<file path="config.mk">
export PLATFORM = sky130hd
export DESIGN_NAME = round_robin_mux_4_to_1
export DESIGN_NICKNAME = d
export VERILOG_FILES = /design/src/rtl/round_robin_mux_4_to_1.sv
export SDC_FILE = /design/constraint.sdc
export NUM_CORES = 1
export LEC_CHECK = 0
export CORE_MARGIN = 1
export CORE_UTILIZATION = 30
export DETAILED_ROUTE_END_ITERATION = 12
export SYNTH_ARGS = -nofsm -noshare
export SYNTH_HDL_FRONTEND = slang
export SYNTH_SLANG_ARGS = --single-unit
</file>
<file path="constraint.sdc">
create_clock -name clk -period 2.2 [get_ports clk]
set_clock_uncertainty 0.05 [all_clocks]
set_input_delay 0.55 -clock clk [delete_from_list [all_inputs] [get_ports clk]]
set_output_delay 0.55 -clock clk [all_outputs]
set_load 0.005 [all_outputs]
</file>
<file path="src/rtl/round_robin_mux_4_to_1.sv">
// Four-channel round-robin multiplexer with a registered single-entry output
// buffer. Each output beat carries the 2-bit index of its source channel.

// Per-channel handshake: a lane is ready only when it holds the grant and the
// output buffer can take a beat this cycle.
module rr_mux_lane (
  input  logic grant,
  input  logic load_en,
  input  logic reset,
  input  logic valid,
  output logic ready,
  output logic xfer
);
  assign ready = grant && load_en && !reset;
  assign xfer  = valid && ready;
endmodule

module round_robin_mux_4_to_1 #(
  parameter int WIDTH = 1
) (
  input  logic             clk,
  input  logic             reset,
  input  logic [WIDTH-1:0] in_0,
  input  logic [WIDTH-1:0] in_1,
  input  logic [WIDTH-1:0] in_2,
  input  logic [WIDTH-1:0] in_3,
  input  logic             valid_0,
  input  logic             valid_1,
  input  logic             valid_2,
  input  logic             valid_3,
  output logic             ready_0,
  output logic             ready_1,
  output logic             ready_2,
  output logic             ready_3,
  output logic [WIDTH-1:0] out,
  output logic [1:0]       select_lines,
  output logic             out_valid,
  input  logic             out_ready
);
  localparam int NUM_LANES = 4;

  logic [NUM_LANES-1:0][WIDTH-1:0] in_vec;
  logic [NUM_LANES-1:0]            valid_vec;
  logic [NUM_LANES-1:0]            grant_vec;
  logic [NUM_LANES-1:0]            ready_vec;
  logic [NUM_LANES-1:0]            xfer_vec;
  logic [1:0]                      ptr;
  logic [1:0]                      grant_idx;
  logic [1:0]                      idx;
  logic                            grant_any;
  logic                            load_en;
  logic                            xfer;

  assign in_vec    = {in_3, in_2, in_1, in_0};
  assign valid_vec = {valid_3, valid_2, valid_1, valid_0};

  // Buffer takes a beat when empty or when drained in the same cycle.
  assign load_en = !out_valid || out_ready;

  // Rotating priority search starting at ptr; first valid channel wins.
  always_comb begin
    grant_any = 1'b0;
    grant_idx = 2'd0;
    idx       = 2'd0;
    for (int k = 0; k < NUM_LANES; k++) begin
      idx = ptr + 2'(k);
      if (!grant_any && valid_vec[idx]) begin
        grant_any = 1'b1;
        grant_idx = idx;
      end
    end
    grant_vec = grant_any ? (4'b0001 << grant_idx) : 4'b0000;
  end

  for (genvar g = 0; g < NUM_LANES; g++) begin : g_lane
    rr_mux_lane u_lane (
      .grant   (grant_vec[g]),
      .load_en (load_en),
      .reset   (reset),
      .valid   (valid_vec[g]),
      .ready   (ready_vec[g]),
      .xfer    (xfer_vec[g])
    );
  end

  assign {ready_3, ready_2, ready_1, ready_0} = ready_vec;
  assign xfer = |xfer_vec;

  // Output buffer and pointer: load on transfer, empty on drain without
  // refill; the pointer advances only past a channel that actually moved.
  always_ff @(posedge clk) begin
    if (reset) begin
      out          <= '0;
      select_lines <= 2'b00;
      out_valid    <= 1'b0;
      ptr          <= 2'd0;
    end else if (xfer) begin
      out          <= in_vec[grant_idx];
      select_lines <= grant_idx;
      out_valid    <= 1'b1;
      ptr          <= grant_idx + 2'd1;
    end else if (out_ready) begin
      out_valid    <= 1'b0;
    end
  end
endmodule

</file>
Word level (Yosys, flattened, before mapping)

Index checks and enable logic that the tools add are counted.

Logic and storage cells: 58
Input port bits: 11
Flip-flop bits (word level): 6
Output and inout bits: 8

Add/sub/neg operators: 4
Shift-type cells: 1
Order comparisons: 5
Reduce and logical (&&, ||, !) cells: 23
Mux-type cells: 21

Operators with widths:

| operator            | count |
|---|---|
| $logic_and 1x1->1   | 15 |
| $lt 2x3->1 const B  | 5 |
| $mux 1              | 11 |
| $bmux 1 s2          | 5 |
| $mux 2              | 4 |
| $logic_not 1->1     | 5 |
| $add 2x1->2 const B | 2 |
| $add 2x2->2 const B | 2 |
| $mux 4              | 1 |
| $reduce_or 4->1     | 1 |
| $shl 1x2->4 const A | 1 |
| $reduce_bool 2->1   | 1 |
| $logic_or 1x1->1    | 1 |

Logic depth before layout (Yosys ltp)

Word-level depth: 19
Depth in mapped cells: 5

By module

From an unflattened synthesis, not the netlist that was laid out.

Cell total of the unflattened synthesis: 59
Area, all modules: 508.0 µm²

By module, submodules not included:

| module                 | times used | cells an instance | area an instance (µm²) |
|---|---|---|---|
| round_robin_mux_4_to_1 | 1          | 51                | 427.9 |
| rr_mux_lane            | 4          | 2                 | 20.0 |

Least setup slack after synthesis

Ideal clock, no wire load.

Kind: input-to-output
Start point: in valid_0
End point: out ready_3
Data required time: 1.600 ns
Stages on the path: 5
Arrival: 1.473 ns
Slack: 0.127 ns
Path through: a21o_1 -> a21boi_0 -> o22a_1 -> inv_2 -> nor4_1

Cells in the longest elaborated chain, start to end: 16
Elaborated cells between the ends (all ways): 26

RTL lines:

| item                             | RTL line | source |
|---|---|---|
| start, declared                  | 27       | `input logic valid_0,` |
| $bmux 1 s2                       | 67       | `if (!grant_any && valid_vec[idx]) begin` |
| $mux 1 (not written as such)     | 67       |  |
| $mux 1                           | 67       |  |
| $logic_not 1->1                  | 67       |  |
| $logic_and 1x1->1                | 67       |  |
| $mux 1                           | 67       |  |
| $logic_not 1->1                  | 67       |  |
| $logic_and 1x1->1                | 67       |  |
| $mux 1                           | 67       |  |
| $logic_not 1->1                  | 67       |  |
| $logic_and 1x1->1                | 67       |  |
| $mux 2                           | 67       |  |
| $shl 1x2->4                      | 72       | `grant_vec = grant_any ? (4'b0001 << grant_idx) : 4'b0000;` |
| $mux 4 *                         | 72       |  |
| $logic_and 1x1->1 * (2 in a row) | 14       | `assign ready = grant && load_en && !reset;` |
| end, declared                    | 34       | `output logic ready_3,` |

Every way passes the cells marked *; elsewhere a longest branch is shown, timed or not. The select of a mux whose other input is x is not followed.

Worst setup path after layout

Start point: in valid_1
End point: out ready_3

Cells in the longest elaborated chain, start to end: 16
Elaborated cells between the ends (all ways): 26

RTL lines:

| item                             | RTL line | source |
|---|---|---|
| start, declared                  | 28       | `input logic valid_1,` |
| $bmux 1 s2                       | 67       |  |
| $mux 1 (not written as such)     | 67       |  |
| $mux 1                           | 67       |  |
| $logic_not 1->1                  | 67       |  |
| $logic_and 1x1->1                | 67       |  |
| $mux 1                           | 67       |  |
| $logic_not 1->1                  | 67       |  |
| $logic_and 1x1->1                | 67       |  |
| $mux 1                           | 67       |  |
| $logic_not 1->1                  | 67       |  |
| $logic_and 1x1->1                | 67       |  |
| $mux 2                           | 67       |  |
| $shl 1x2->4                      | 72       |  |
| $mux 4 *                         | 72       |  |
| $logic_and 1x1->1 * (2 in a row) | 14       |  |

Marks and branches as above.

==> results.ini <==
[sta]
hold_ws_ps=416
hold_viol=0
setup_viol=3
relSlewSlack_pct=80.4
worstMarginPinSlew_ps=291
period_share_pct=105
drv_slew=0
max_freq_ghz=0.433
finalWorstSetupSlack_ps=-109
fin_crit_ps=2310
rsz0062_at_grt=true

[floorplanning]
die_h_um=38.9
ioPinCount=19
rows=12
dieArea_sq_um=1520
core_sq_um=1190
die_w_um=38.9
initial_core_util_pct=34.5

[pwr]
leakage_nw=0.445
netSwitchingPower_w=0.000143
seq_power_share_pct=28.3
clkPwrFrac_pct=22.6
power.density_nw_per_um2=473
p_total_w=0.000459
power_frac_comb_pct=49.0
vdd_drop_max_mv=0.394
netSwitchingFraction_pct=31.2
intPower_w=0.000316

[critical_path]
cp_data_required_time_ps=1600
crit_arrival_ps=1710
endpoint_kind=output port
cp_max_fo=5
critPathLaunchType=input port
path_class=input port to output port

[grt]
grt_use_total_pct=22.3
overflow=0
grt_start_max_net_pins=7
grt_first_pass_wirelength_mm=2.24
grt_pass1_vias=536
antenna_found_initial=0

[cells_and_area]
layout_common_cells=27 x buf_4, 9 x clkdlybuf4s50_1, 5 x nor2_1, 5 x buf_6
fin_nets=114
drive_gt1_share_pct=58.4
utilization_pct=81.9
fillers=73
syn_to_final_growth_pct=137
final_common_cell=buf_4
ff_latch_area_sq_um=123
antennaDiodeCount=0
multi_input_area_sq_um=377

[status]
status=finished, violations left
violations=negative setup slack

[synthesis]
synth_area_sq_um=409
yosysWarnings=0
syn_inst=51
synth_nets=62
ys_types=29
synth_top_area_share_pct=29.4
syn_avg_cell_area_sq_um=8.02
synth_top_cell_by_area=dfxtp_1
ys_seq_area_share_pct=29.4
synth_area_leaders=dfxtp_1 29%, nor2_1 5.5%, nor4_1 4.6%
ys_seq_elements=6

[clocking]
clock-sinks=6
root_buffer=clkbuf_4
clk_latency_ps=250
numCtsBuffers=3
cts_max_level=1
clk_pin_slew_worst_paths_ps=40
clock_path_buffers=2
cts_tree=built

[detailed_routing]
vias=597
ant_nets=0
wirelength_mm=1.69
drt-pass1-iter-count=4
drt_iter0_markers=5
drc=0
via_per_inst=5.19
wire_per_inst_um=14.7

[run]
cap_violations=0

[placement]
place_hpwl_um=888
numPortBuffers=18
globalplace.congestion=0.799

[hold_path]
hold_path_class=flop to flop

through the flow:
| step | setup TNS [ps] | worst slack (ps) | cell area [sq um] | instances |
|---|---|---|---|---|
| floorplan | 0 | 127 | 409 | 51 |
| global placement | -3400 | -826 | 723 | 98 |
| detailed placement | -3350 | -837 | 723 | 98 |
| CTS | -236 | -68.8 | 898 | 114 |
| global route | -451 | -202 | 971 | 115 |
| finish | -216 | -109 | 971 | 115 |
metal layers:
layer | share of wire, % | GRT usage, %
met1 | 44 | 25.5
met2 | 52 | 38.3
met3 | 3.2 | 8.67
met4 | 0.95 | 5.17
met5 | 0 | 0
repair_timing:
action	in CTS	in global routing
setup buffers	13	1
hold buffers	0	0
resized for setup	47	19
endpoints found under the setup margin	4	5
pin swaps	8	8
sequential cells by signal (all words and copies together) (netlist names):
name	cells
ptr	2
select_lines	2
out	1
out_valid	1
final timing paths:
check                                        to            start  slack [ps]  cells after the start
worst max register to register              out           ptr[0]          80                     13
worst max-delay path                    ready_3          valid_1        -110                      8
worst min register to register  select_lines[1]  select_lines[1]         420                      2
worst min-delay path            select_lines[1]  select_lines[1]         420                      2
critical path: stages:
cell and delay [ps]:
buf_12 110, a21o_1 140, a21boi_1 160, o22a_1 230
buf_6 120, inv_4 30, nor4_4 220, buf_2 140
cells by family after synthesis:
group                  count (synthesis)  share of synthesized area (%)
AO/OA/AOI/OAI                         13                           23.9
buffers and inverters                  4                           3.67
AND/OR/NAND/NOR                       27                           41.0
flip-flops                             6                           29.4
XOR/XNOR                               1                           2.14
Yosys cell counts:
cell      instances
or4_4             1
nor3_1            1
a211oi_1          2
o211a_1           1
nand3_1           2
or3_1             1
xor2_1            1
inv_1             2
a21o_1            1
inv_2             1
buf_1             1
nor4_1            3
nor2b_1           2
nand2b_1          2
a21oi_1           3
nor2_2            1
a21boi_2          1
nor4_2            1
o22a_1            1
nand2_1           3
o31ai_2           1
nor2b_4           1
o21ai_0           2
and4b_1           1
nor2_1            6
nand4b_1          1
dfxtp_1           6
and3_1            1
a21boi_0          1
area by class of cell:
| cell class | count | area share [%] |
|---|---|---|
| repair buffers | 48 | 43.0 |
| flip-flops and latches | 6 | 12.6 |
| multi-input cells | 41 | 38.8 |
| clock buffers | 3 | 2.32 |
| inverters | 3 | 1.42 |
| well taps | 14 | 1.80 |
power groups by stage:
stage                     Sequential (W)  Clock [W]  Combinational, W
after floorplan                 0.000130          0         0.0000622
after global placement          0.000130          0          0.000147
after detailed placement        0.000130          0          0.000146
after CTS                       0.000128   0.000107          0.000193
after global routing            0.000131   0.000114          0.000239
final                           0.000130   0.000104          0.000225
No activity file was read; power rests on OpenSTA's default activity.
